`src/rtl/wb_pkg.sv`:
```
// ---------------------------------------------------------------------------
// wb_pkg -- shared types and constants for the write-back stage.
//   size_e    : load size encoding (byte / half / word / dword)
//   XZR_IDX   : zero register index, never written
//   LINK_IDX  : link register used by branch-and-link
//   PC_INC    : return-address offset for branch-and-link
//   wb_reg_t  : contents of the WB pipeline register
//   fwd_reg_t : contents of the EX bypass register
// ---------------------------------------------------------------------------
package wb_pkg;

  typedef enum logic [1:0] {
    SZ_B = 2'd0,
    SZ_H = 2'd1,
    SZ_W = 2'd2,
    SZ_D = 2'd3
  } size_e;

  localparam logic [4:0]  XZR_IDX  = 5'd31;
  localparam logic [4:0]  LINK_IDX = 5'd30;
  localparam logic [63:0] PC_INC   = 64'd4;

  typedef struct packed {
    logic        valid;
    logic        reg_write;
    logic        mem_to_reg;
    logic        bl;
    size_e       size;
    logic [4:0]  rd;
    logic [63:0] alu;
    logic [63:0] rdata;
    logic [63:0] pc;
  } wb_reg_t;

  typedef struct packed {
    logic        valid;
    logic [4:0]  rd;
    logic [63:0] data;
  } fwd_reg_t;

endpackage

```
`src/rtl/data_wb_if.sv`:
```
// ---------------------------------------------------------------------------
// data_wb_if -- bundle of MEM-side inputs and regfile/bypass outputs of the
// write-back stage.
//   slave  : the stage itself (consumes stall/flush/mem_*, drives results)
//   master : the pipeline around it
// Signals:
//   stall, flush                 pipeline control
//   mem_valid, mem_RegWrite,
//   mem_MemtoReg, mem_BLsignal   MEM stage control bits
//   mem_size[1:0], mem_Rd[4:0]   load size, destination register
//   mem_alu, mem_rdata, mem_pc   64-bit MEM stage data
//   RegWrite, Rd_wb, WBsignal    regfile write port
//   fwd_valid, fwd_rd, fwd_data  EX bypass pair
//   retired[CNT_W-1:0]           retired-instruction count
// ---------------------------------------------------------------------------
interface data_wb_if #(
  parameter int unsigned CNT_W = 32
);
  logic             stall;
  logic             flush;
  logic             mem_valid;
  logic             mem_RegWrite;
  logic             mem_MemtoReg;
  logic             mem_BLsignal;
  logic [1:0]       mem_size;
  logic [4:0]       mem_Rd;
  logic [63:0]      mem_alu;
  logic [63:0]      mem_rdata;
  logic [63:0]      mem_pc;

  logic             RegWrite;
  logic [4:0]       Rd_wb;
  logic [63:0]      WBsignal;
  logic             fwd_valid;
  logic [4:0]       fwd_rd;
  logic [63:0]      fwd_data;
  logic [CNT_W-1:0] retired;

  modport slave (
    input  stall, flush, mem_valid, mem_RegWrite, mem_MemtoReg, mem_BLsignal,
           mem_size, mem_Rd, mem_alu, mem_rdata, mem_pc,
    output RegWrite, Rd_wb, WBsignal, fwd_valid, fwd_rd, fwd_data, retired
  );

  modport master (
    output stall, flush, mem_valid, mem_RegWrite, mem_MemtoReg, mem_BLsignal,
           mem_size, mem_Rd, mem_alu, mem_rdata, mem_pc,
    input  RegWrite, Rd_wb, WBsignal, fwd_valid, fwd_rd, fwd_data, retired
  );
endinterface

```
`src/rtl/load_extend.sv`:
```
// ---------------------------------------------------------------------------
// load_extend -- zero-extends load data to 64 bits according to load size.
//   i_size  : SZ_B / SZ_H / SZ_W / SZ_D
//   i_rdata : raw 64-bit memory read data
//   o_data  : zero-extended result
// ---------------------------------------------------------------------------
module load_extend
  import wb_pkg::*;
(
  input  size_e       i_size,
  input  logic [63:0] i_rdata,
  output logic [63:0] o_data
);

  always_comb begin
    o_data = '0;
    case (i_size)
      SZ_B:    o_data = {56'd0, i_rdata[7:0]};
      SZ_H:    o_data = {48'd0, i_rdata[15:0]};
      SZ_W:    o_data = {32'd0, i_rdata[31:0]};
      default: o_data = i_rdata;
    endcase
  end

endmodule

```
`src/rtl/data_wb.sv`:
```
// ---------------------------------------------------------------------------
// data_wb -- pipeline write-back stage.
//   clk     : rising-edge clock
//   reset_n : asynchronous active-low reset
//   bus     : data_wb_if.slave (MEM inputs, regfile write port, EX bypass,
//             retired counter)
// Holds the WB register, selects the write-back value (link / load / ALU),
// gates the regfile write, keeps a one-deep bypass register of the last
// retired result and counts retired instructions modulo 2^CNT_W.
// ---------------------------------------------------------------------------
module data_wb
  import wb_pkg::*;
#(
  parameter int unsigned CNT_W = 32
) (
  input logic       clk,
  input logic       reset_n,
  data_wb_if.slave  bus
);

  localparam logic [CNT_W-1:0] CNT_ONE = {{(CNT_W-1){1'b0}}, 1'b1};

  wb_reg_t          r_wb;
  fwd_reg_t         r_fwd;
  logic [CNT_W-1:0] r_retired;

  wb_reg_t          w_cap;
  logic [63:0]      w_ext;
  logic [63:0]      w_data;
  logic [4:0]       w_rd;
  logic             w_regwrite;
  logic             w_retire;

  always_comb begin
    w_cap            = '0;
    w_cap.valid      = bus.mem_valid;
    w_cap.reg_write  = bus.mem_RegWrite;
    w_cap.mem_to_reg = bus.mem_MemtoReg;
    w_cap.bl         = bus.mem_BLsignal;
    w_cap.size       = size_e'(bus.mem_size);
    w_cap.rd         = bus.mem_Rd;
    w_cap.alu        = bus.mem_alu;
    w_cap.rdata      = bus.mem_rdata;
    w_cap.pc         = bus.mem_pc;
  end

  // Flush wins over stall and loads an all-zero bubble.
  always_ff @(posedge clk or negedge reset_n) begin
    if (!reset_n) begin
      r_wb <= '0;
    end else if (bus.flush) begin
      r_wb <= '0;
    end else if (!bus.stall) begin
      r_wb <= w_cap;
    end
  end

  load_extend u_load_extend (
    .i_size  (r_wb.size),
    .i_rdata (r_wb.rdata),
    .o_data  (w_ext)
  );

  always_comb begin
    w_rd   = r_wb.rd;
    w_data = r_wb.alu;
    if (r_wb.bl) begin
      w_rd   = LINK_IDX;
      w_data = r_wb.pc + PC_INC;
    end else if (r_wb.mem_to_reg) begin
      w_data = w_ext;
    end
  end

  // Stall gates the write so a held entry writes exactly once, on the edge
  // where it actually retires.
  assign w_retire   = r_wb.valid & ~bus.stall;
  assign w_regwrite = w_retire & r_wb.reg_write & (w_rd != XZR_IDX);

  always_ff @(posedge clk or negedge reset_n) begin
    if (!reset_n) begin
      r_fwd <= '0;
    end else if (w_retire) begin
      r_fwd.valid <= w_regwrite;
      r_fwd.rd    <= w_rd;
      r_fwd.data  <= w_data;
    end else if (!bus.stall) begin
      r_fwd.valid <= 1'b0;
    end
  end

  always_ff @(posedge clk or negedge reset_n) begin
    if (!reset_n) begin
      r_retired <= '0;
    end else if (w_retire) begin
      r_retired <= r_retired + CNT_ONE;
    end
  end

  assign bus.RegWrite  = w_regwrite;
  assign bus.Rd_wb     = w_rd;
  assign bus.WBsignal  = w_data;
  assign bus.fwd_valid = r_fwd.valid;
  assign bus.fwd_rd    = r_fwd.rd;
  assign bus.fwd_data  = r_fwd.data;
  assign bus.retired   = r_retired;

endmodule

```
`src/flat_wrapper.sv`:
```
// flat-port wrapper written by rule: the top's interface ports become plain ports
module data_wb_flat import wb_pkg::*;
#(
  parameter int unsigned CNT_W = 32
)
  (clk, reset_n, bus_stall, bus_flush, bus_mem_valid, bus_mem_RegWrite, bus_mem_MemtoReg, bus_mem_BLsignal, bus_mem_size, bus_mem_Rd, bus_mem_alu, bus_mem_rdata, bus_mem_pc, bus_RegWrite, bus_Rd_wb, bus_WBsignal, bus_fwd_valid, bus_fwd_rd, bus_fwd_data, bus_retired);
  data_wb_if #(.CNT_W(CNT_W)) bus_i ();
  input logic clk;
  input logic reset_n;
  input wire logic [$bits(bus_i.stall)-1:0] bus_stall;
  input wire logic [$bits(bus_i.flush)-1:0] bus_flush;
  input wire logic [$bits(bus_i.mem_valid)-1:0] bus_mem_valid;
  input wire logic [$bits(bus_i.mem_RegWrite)-1:0] bus_mem_RegWrite;
  input wire logic [$bits(bus_i.mem_MemtoReg)-1:0] bus_mem_MemtoReg;
  input wire logic [$bits(bus_i.mem_BLsignal)-1:0] bus_mem_BLsignal;
  input wire logic [$bits(bus_i.mem_size)-1:0] bus_mem_size;
  input wire logic [$bits(bus_i.mem_Rd)-1:0] bus_mem_Rd;
  input wire logic [$bits(bus_i.mem_alu)-1:0] bus_mem_alu;
  input wire logic [$bits(bus_i.mem_rdata)-1:0] bus_mem_rdata;
  input wire logic [$bits(bus_i.mem_pc)-1:0] bus_mem_pc;
  output wire logic [$bits(bus_i.RegWrite)-1:0] bus_RegWrite;
  output wire logic [$bits(bus_i.Rd_wb)-1:0] bus_Rd_wb;
  output wire logic [$bits(bus_i.WBsignal)-1:0] bus_WBsignal;
  output wire logic [$bits(bus_i.fwd_valid)-1:0] bus_fwd_valid;
  output wire logic [$bits(bus_i.fwd_rd)-1:0] bus_fwd_rd;
  output wire logic [$bits(bus_i.fwd_data)-1:0] bus_fwd_data;
  output wire logic [$bits(bus_i.retired)-1:0] bus_retired;
  assign bus_i.stall = bus_stall;
  assign bus_i.flush = bus_flush;
  assign bus_i.mem_valid = bus_mem_valid;
  assign bus_i.mem_RegWrite = bus_mem_RegWrite;
  assign bus_i.mem_MemtoReg = bus_mem_MemtoReg;
  assign bus_i.mem_BLsignal = bus_mem_BLsignal;
  assign bus_i.mem_size = bus_mem_size;
  assign bus_i.mem_Rd = bus_mem_Rd;
  assign bus_i.mem_alu = bus_mem_alu;
  assign bus_i.mem_rdata = bus_mem_rdata;
  assign bus_i.mem_pc = bus_mem_pc;
  assign bus_RegWrite = bus_i.RegWrite;
  assign bus_Rd_wb = bus_i.Rd_wb;
  assign bus_WBsignal = bus_i.WBsignal;
  assign bus_fwd_valid = bus_i.fwd_valid;
  assign bus_fwd_rd = bus_i.fwd_rd;
  assign bus_fwd_data = bus_i.fwd_data;
  assign bus_retired = bus_i.retired;
  data_wb #(.CNT_W(CNT_W)) u_core (.clk(clk), .reset_n(reset_n), .bus(bus_i));
endmodule
```
`config.mk`:
```
export PLATFORM = sky130hd
export DESIGN_NAME = data_wb_flat
export DESIGN_NICKNAME = d
export VERILOG_FILES = /design/src/rtl/wb_pkg.sv /design/src/rtl/data_wb_if.sv /design/src/rtl/load_extend.sv /design/src/rtl/data_wb.sv /design/src/flat_wrapper.sv
export SDC_FILE = /design/constraint.sdc
export NUM_CORES = 1
export LEC_CHECK = 0
export ABC_AREA = 0
export CAP_MARGIN = 10
export CELL_PAD_IN_SITES_DETAIL_PLACEMENT = 0
export CELL_PAD_IN_SITES_GLOBAL_PLACEMENT = 1
export CORE_ASPECT_RATIO = 1.5
export CORE_MARGIN = 1.5
export CORE_UTILIZATION = 35
export CTS_BUF_LIST = sky130_fd_sc_hd__clkbuf_4 sky130_fd_sc_hd__clkbuf_8 sky130_fd_sc_hd__clkbuf_16
export CTS_CLUSTER_DIAMETER = 150
export DETAILED_ROUTE_END_ITERATION = 8
export PLACE_DENSITY = 0.86
export SLEW_MARGIN = 10
export SYNTH_ARGS = -nofsm -noshare
export SYNTH_HDL_FRONTEND = slang
export SYNTH_SLANG_ARGS = --single-unit
```
`constraint.sdc`:
```
create_clock -name clk -period 4.66 [get_ports clk]
set_input_delay 0.932 -clock clk [delete_from_list [all_inputs] [get_ports clk]]
set_output_delay 0.932 -clock clk [all_outputs]
set_load 0.05 [all_outputs]
```
-- Word-level counts from Yosys, hierarchy flattened
Cells that the tools add are included.
- bitwise gates (word level): 4
- multiplexer cells: 8
- reductions and logical operators: 1
- eq/ne operators: 5
- $add $sub $neg: 2
- operators by type and width (cell ; count):
    203-bit 2-to-1 mux ; 2
    64-bit one-hot mux with 3 select lines ; 1
    64-bit 2-to-1 mux ; 2
    64-bit by 3-bit adder with 64-bit output (second input constant) ; 1
    32-bit by 1-bit adder with 32-bit output (second input constant) ; 1
    5-bit 2-to-1 mux ; 1
    5-bit != test (second input constant) ; 1
    2-bit by 1-bit != test with 1-bit output (second input constant) ; 2
    1-bit AND ; 3
    2-bit by 1-bit equality test with 1-bit output (second input constant) ; 1
    2-bit equality test (second input constant) ; 1
    2-bit zero test ; 1
    1-bit 2-to-1 mux ; 2
    1-bit inverter ; 1
- word-level logic and storage cells: 33
- bits of input ports: 207
- output and inout port bits: 172
- bits in registers: 305

-- Depth between registers and ports, before layout
- depth in word-level cells: 5
- gate-level depth with buffers: 8
- gate-level depth less buffers: 6

-- Modules after synthesis
From an unflattened synthesis, not the netlist that was laid out.
- cell total of the unflattened synthesis: 1511
- area total of the unflattened synthesis: 15553.7 um2
- by module, submodules not included (module ; instances ; sequential area each (um2) ; area each (um2) ; cells each):
    data_wb ; 1 ; 7632.3 ; 15033.2 ; 1437
    load_extend ; 1 ; 0.0 ; 520.5 ; 74

-- Least setup slack after synthesis
No wires, ideal clock.
- path kind: flip-flop to output port
- start point: register u_core.r_wb[26] (netlist bit)
- end point: output port bus_WBsignal[59]
- buffers on the path: 2
- arrival time: 3217 ps
- setup slack: 511 ps
- stages on the path, launching flop included: 8
- data required time: 3728 ps
- path through: dfrtp_1 clkbuf_2 nand4_1 nor4_2 and4_1 clkbuf_1 nor2_1 nor4_1
- cells in the longest elaborated chain, start to end: 2
- ends and longest elaborated chain (element ; line ; text):
    start, declared ; data_wb.sv:23 ; wb_reg_t r_wb;
    start signal, assigned ; data_wb.sv:54 ; r_wb <= w_cap;
    64-bit by 3-bit adder with 64-bit output ; data_wb.sv:69 ; w_data = r_wb.pc + PC_INC;
    64-bit 2-to-1 mux ; data_wb.sv:67 ; if (r_wb.bl) begin
    end, declared ; flat_wrapper.sv:23 ; output wire logic [$bits(bus_i.WBsignal)-1:0] bus_WBsignal;
Every way passes these cells.

-- Worst setup path after layout
- start point: register u_core.r_wb[2] (netlist bit)
- end point: output port bus_WBsignal[26]
Same word-level chain as after synthesis.

==> insert_results.sql <==
INSERT INTO impl_metrics (metric_group, metric, value, unit) VALUES
('clocking', 'max-clock-path-buffers', '3', ''),
('layout', 'syn_to_final_growth', '34.7', '%'),
('layout', 'design.final.nets', '2071', ''),
('setup_path', 'setup.worst_path.end_class', 'output port', ''),
('drt', 'met3RoutedLength', '2960', 'um'),
('sta', 'post-route-period-util', '0.978', ''),
('drt', 'first_iter_violations', '1092', ''),
('setup_path', 'timing_worst_setup_path_type', 'flop to output port', ''),
('die', 'num_rows', '94', ''),
('placement', 'port_buffers', '378', ''),
('drt', 'detailroute.wirelength.met2', '28300', 'um'),
('drt', 'drc', '0', ''),
('sta', 'setup_violations', '0', ''),
('sta', 'final.min_clock_period', '4.56', 'ns'),
('layout', 'final_design_area_no_fill', '20900', 'um2'),
('logic_synthesis', 'synth.cell_area', '15500', 'um2'),
('global_route', 'number_of_global_route_vias_before_repair', '13378', ''),
('logic_synthesis', 'predominant_post_synthesis_flop_cell', 'sky130_fd_sc_hd__dfrtp_1', ''),
('die', 'start_util', '0.354', ''),
('logic_synthesis', 'synthesis.nets', '1749', ''),
('drt', 'dr_total_vias', '13539', ''),
('clocking', 'clock_tree_from_tritoncts', 'yes', ''),
('clocking', 'worst_setup_hold_path_clk_slew', '0.07', 'ns'),
('setup_path', 'rr_worst_depth', '6', ''),
('layout', 'fraction_of_final_layout_cells_with_drive_strength_greater_than_1', '0.0880', ''),
('flow_run', 'drv_cap', '0', ''),
('drt', 'ant_nets', '0', ''),
('placement', 'hpwl', '39400', 'um'),
('global_route', 'largest_net_degree_at_the_start_of_global_routing', '102', ''),
('drt', 'route.detailed.wl_per_inst', '22.1', 'um'),
('die', 'dieArea', '45600', 'um2'),
('logic_synthesis', 'mux_share_of_post_synthesis_cell_area', '0.158', ''),
('sta', 'fmax', '0.219', 'GHz'),
('layout', 'postLayoutCoreUtil', '0.477', ''),
('clocking', 'postCtsHoldBufs', '0', ''),
('die', 'top_level_ports', '379', ''),
('clocking', 'cts_htree_levels', '1', ''),
('logic_synthesis', 'synth.avg_cell_area', '10.1', 'um2'),
('layout', 'mostFrequentLayoutCell', 'sky130_fd_sc_hd__clkdlybuf4s50_1', ''),
('sta', 'timing.final.max_slew_violations', '0', ''),
('logic_synthesis', 'count_of_cell_types_in_the_netlist', '62', ''),
('drt', 'drt-pass1-iter-count', '6', ''),
('global_route', 'gr-total-overflow', '0', ''),
('setup_path', 'worst-endpoint-required', '3.73', 'ns'),
('layout', 'layout_common_cells', 'sky130_fd_sc_hd__clkdlybuf4s50_1, sky130_fd_sc_hd__dfrtp_1, sky130_fd_sc_hd__nor2_1', ''),
('setup_path', 'worstPathArrival', '3.63', 'ns'),
('logic_synthesis', 'synth_compound_gate_area_share', '0.0878', ''),
('sta', 'final.setup.tns', '0', 'ns'),
('hold_path', 'worst_hold_path_type', 'input pin to asynchronous set/reset pin', ''),
('die', 'core_area', '43800', 'um2'),
('pwr', 'static-leakage-power', '9.24', 'nW'),
('die', 'die_width', '175', 'um'),
('drt', 'vias_per_cell', '5.49', ''),
('sta', 'worst_pin_slew', '1.30', 'ns'),
('logic_synthesis', 'synth.yosys.seq_area_share', '0.493', ''),
('setup_path', 'critPathMaxFanout', '10', ''),
('setup_path', 'worst_r2r_startpoint', 'u_core.r_wb[2]', ''),
('global_route', 'grt_antenna_before_repair', '0', ''),
('placement', 'finalWeightedCongestion', '0.897', ''),
('logic_synthesis', 'ys_seq_elements', '305', ''),
('status', 'run_status', 'completed', ''),
('global_route', 'grt_first_pass_wirelength', '81000', 'um'),
('drt', 'routed_wirelength', '54500', 'um'),
('logic_synthesis', 'synthXorXnorAreaFrac', '0.0345', ''),
('logic_synthesis', 'number_of_enable_type_register_cells_in_the_synthesized_netlist', '0', ''),
('setup_path', 'timing.critical_path.from_type', 'flop', ''),
('logic_synthesis', 'synth_simple_gate_area_share', '0.191', ''),
('sta', 'fin_worst_skew', '0.0159', 'ns'),
('sta', 'unrepaired_setup_endpoints_after_global_routing', 'no', ''),
('clocking', 'cts.root.buffer_cell', 'sky130_fd_sc_hd__clkbuf_16', ''),
('clocking', 'cts_inserted_buffers', '31', '');
==> synthesized netlist by cell type (2+ instances only) <==
master                       n  area share
sky130_fd_sc_hd__nand2_1   107       0.026
sky130_fd_sc_hd__nand2b_1   15      0.0061
sky130_fd_sc_hd__and4_1     17      0.0096
sky130_fd_sc_hd__nand4_1    40       0.016
sky130_fd_sc_hd__clkbuf_2    2     0.00065
sky130_fd_sc_hd__nor2_1    269       0.065
sky130_fd_sc_hd__and2_1     10      0.0040
sky130_fd_sc_hd__a22o_1      9      0.0051
sky130_fd_sc_hd__nor3_1     28      0.0090
sky130_fd_sc_hd__xnor2_1    45       0.025
sky130_fd_sc_hd__or3_1       6      0.0024
sky130_fd_sc_hd__a22oi_1    14      0.0068
sky130_fd_sc_hd__ha_1        2      0.0016
sky130_fd_sc_hd__a311o_1     4      0.0026
sky130_fd_sc_hd__nand3_2     2      0.0013
sky130_fd_sc_hd__or4_1      10      0.0048
sky130_fd_sc_hd__or4_4       2      0.0015
sky130_fd_sc_hd__or2_2       4      0.0016
sky130_fd_sc_hd__buf_1      20      0.0048
sky130_fd_sc_hd__buf_6       3      0.0022
sky130_fd_sc_hd__a221o_1     6      0.0039
sky130_fd_sc_hd__a21oi_1    30      0.0097
sky130_fd_sc_hd__a221oi_1   44       0.025
sky130_fd_sc_hd__o221ai_1    2      0.0011
sky130_fd_sc_hd__mux2i_1   227        0.15
sky130_fd_sc_hd__nor4_1     24      0.0097
sky130_fd_sc_hd__o21ai_0    30      0.0097
sky130_fd_sc_hd__clkbuf_1   84       0.020
sky130_fd_sc_hd__o31ai_1    23       0.011
sky130_fd_sc_hd__xor2_1     16      0.0090
sky130_fd_sc_hd__a31o_2      2      0.0011
sky130_fd_sc_hd__inv_1       8      0.0019
sky130_fd_sc_hd__nor2b_1     2     0.00081
sky130_fd_sc_hd__a31oi_1    10      0.0040
sky130_fd_sc_hd__and3_1     25       0.010
sky130_fd_sc_hd__nor3b_1     2     0.00097
sky130_fd_sc_hd__dfrtp_1   305        0.49
sky130_fd_sc_hd__a211oi_1    3      0.0015
sky130_fd_sc_hd__nand3_1    43       0.014
sky130_fd_sc_hd__buf_2       4      0.0013
sky130_fd_sc_hd__o31a_1      3      0.0017
sky130_fd_sc_hd__nor4b_1     2      0.0011
sky130_fd_sc_hd__buf_4       2     0.00097
sky130_fd_sc_hd__mux2_2     16       0.012
==> worst max-delay path by stage <==
stage	start	endpoint	slack, ns	cells after the start
after floorplan	u_core.r_wb[26]	bus_WBsignal[59]	0.51	7
after global placement	u_core.r_wb[16]	bus_WBsignal[46]	0.60	6
after detailed placement	u_core.r_wb[16]	bus_WBsignal[46]	0.56	6
after CTS	u_core.r_wb[16]	bus_WBsignal[44]	0.01	6
after global routing	u_core.r_wb[16]	bus_WBsignal[46]	0.005	6
final	u_core.r_wb[2]	bus_WBsignal[26]	0.10	7
==> metal layers <==
layer  global-route usage  vias to the layer above
met5                    0                        -
met4               0.0912                        0
li1                     -                     6178
met2                0.424                      518
met1                0.272                     6725
met3               0.0310                      118
==> repair_timing <==
action,in CTS,in global routing
resized for setup,2,5
gates cloned,0,0
buffers inserted,0,0
setup endpoints to repair,2,4
==> through the flow <==
| stage | setup slack (ns) | hold slack [ns] | instances | power, mW |
|---|---|---|---|---|
| 3_5_place_dp | 0.557 | 0.459 | 2405 | 5.12 |
| 6_report | 0.103 | 0.308 | 2464 | 7.73 |
| 2_1_floorplan | 0.511 | 0.481 | 1540 | 4.27 |
| 5_1_grt | 0.00484 | 0.365 | 2463 | 8.02 |
| 3_3_place_gp | 0.603 | 0.454 | 2405 | 5.09 |
| 4_1_cts | 0.0136 | 0.357 | 2463 | 7.80 |
==> cell families after synthesis <==
group                      after synthesis
xor gates and xnor gates                61
and+or+nand+nor                        616
adders and majority gates                2
AOI/OAI and AO/OA                      188
buffers and inverters                  125
muxes                                  243
DFF                                    305
==> power breakdown <==
part	leakage (nW)	switching (mW)	total, mW	internal, mW
Clock	0.539	1.13	2.67	1.54
Sequential	4.05	0.197	3.08	2.88
Combinational	4.65	1.24	1.99	0.744
==> sequential cells by signal (all words and copies together) (netlist names) <==
| name | flops |
|---|---|
| u_core.bus.fwd_rd | 5 |
| u_core.bus.retired | 32 |
| u_core.r_wb | 203 |
| u_core.bus.fwd_data | 64 |
| u_core.bus.fwd_valid | 1 |
==> final cells by class <==
cell class / count / area (um2)
Antenna cell: 1 / 2.50
Timing Repair Buffer: 406 / 4030
Clock inverter: 19 / 219
Fill cell: 4036 / 22900
Sequential cell: 305 / 7640
Tap cell: 576 / 721
Clock buffer: 39 / 861
Inverter: 8 / 30.0
Multi-Input combinational cell: 1110 / 7370
==> worst max-delay path: stages (launching register included) <==
cell,delay (ns)
sky130_fd_sc_hd__dfrtp_1,0.40
sky130_fd_sc_hd__ha_1,0.29
sky130_fd_sc_hd__nand4_1,0.26
sky130_fd_sc_hd__or4_1,0.68
sky130_fd_sc_hd__o31a_1,0.33
sky130_fd_sc_hd__nor3_2,0.29
sky130_fd_sc_hd__nor2_1,0.10
sky130_fd_sc_hd__clkdlybuf4s50_1,0.71
No activity file was read; power rests on OpenSTA's default activity.
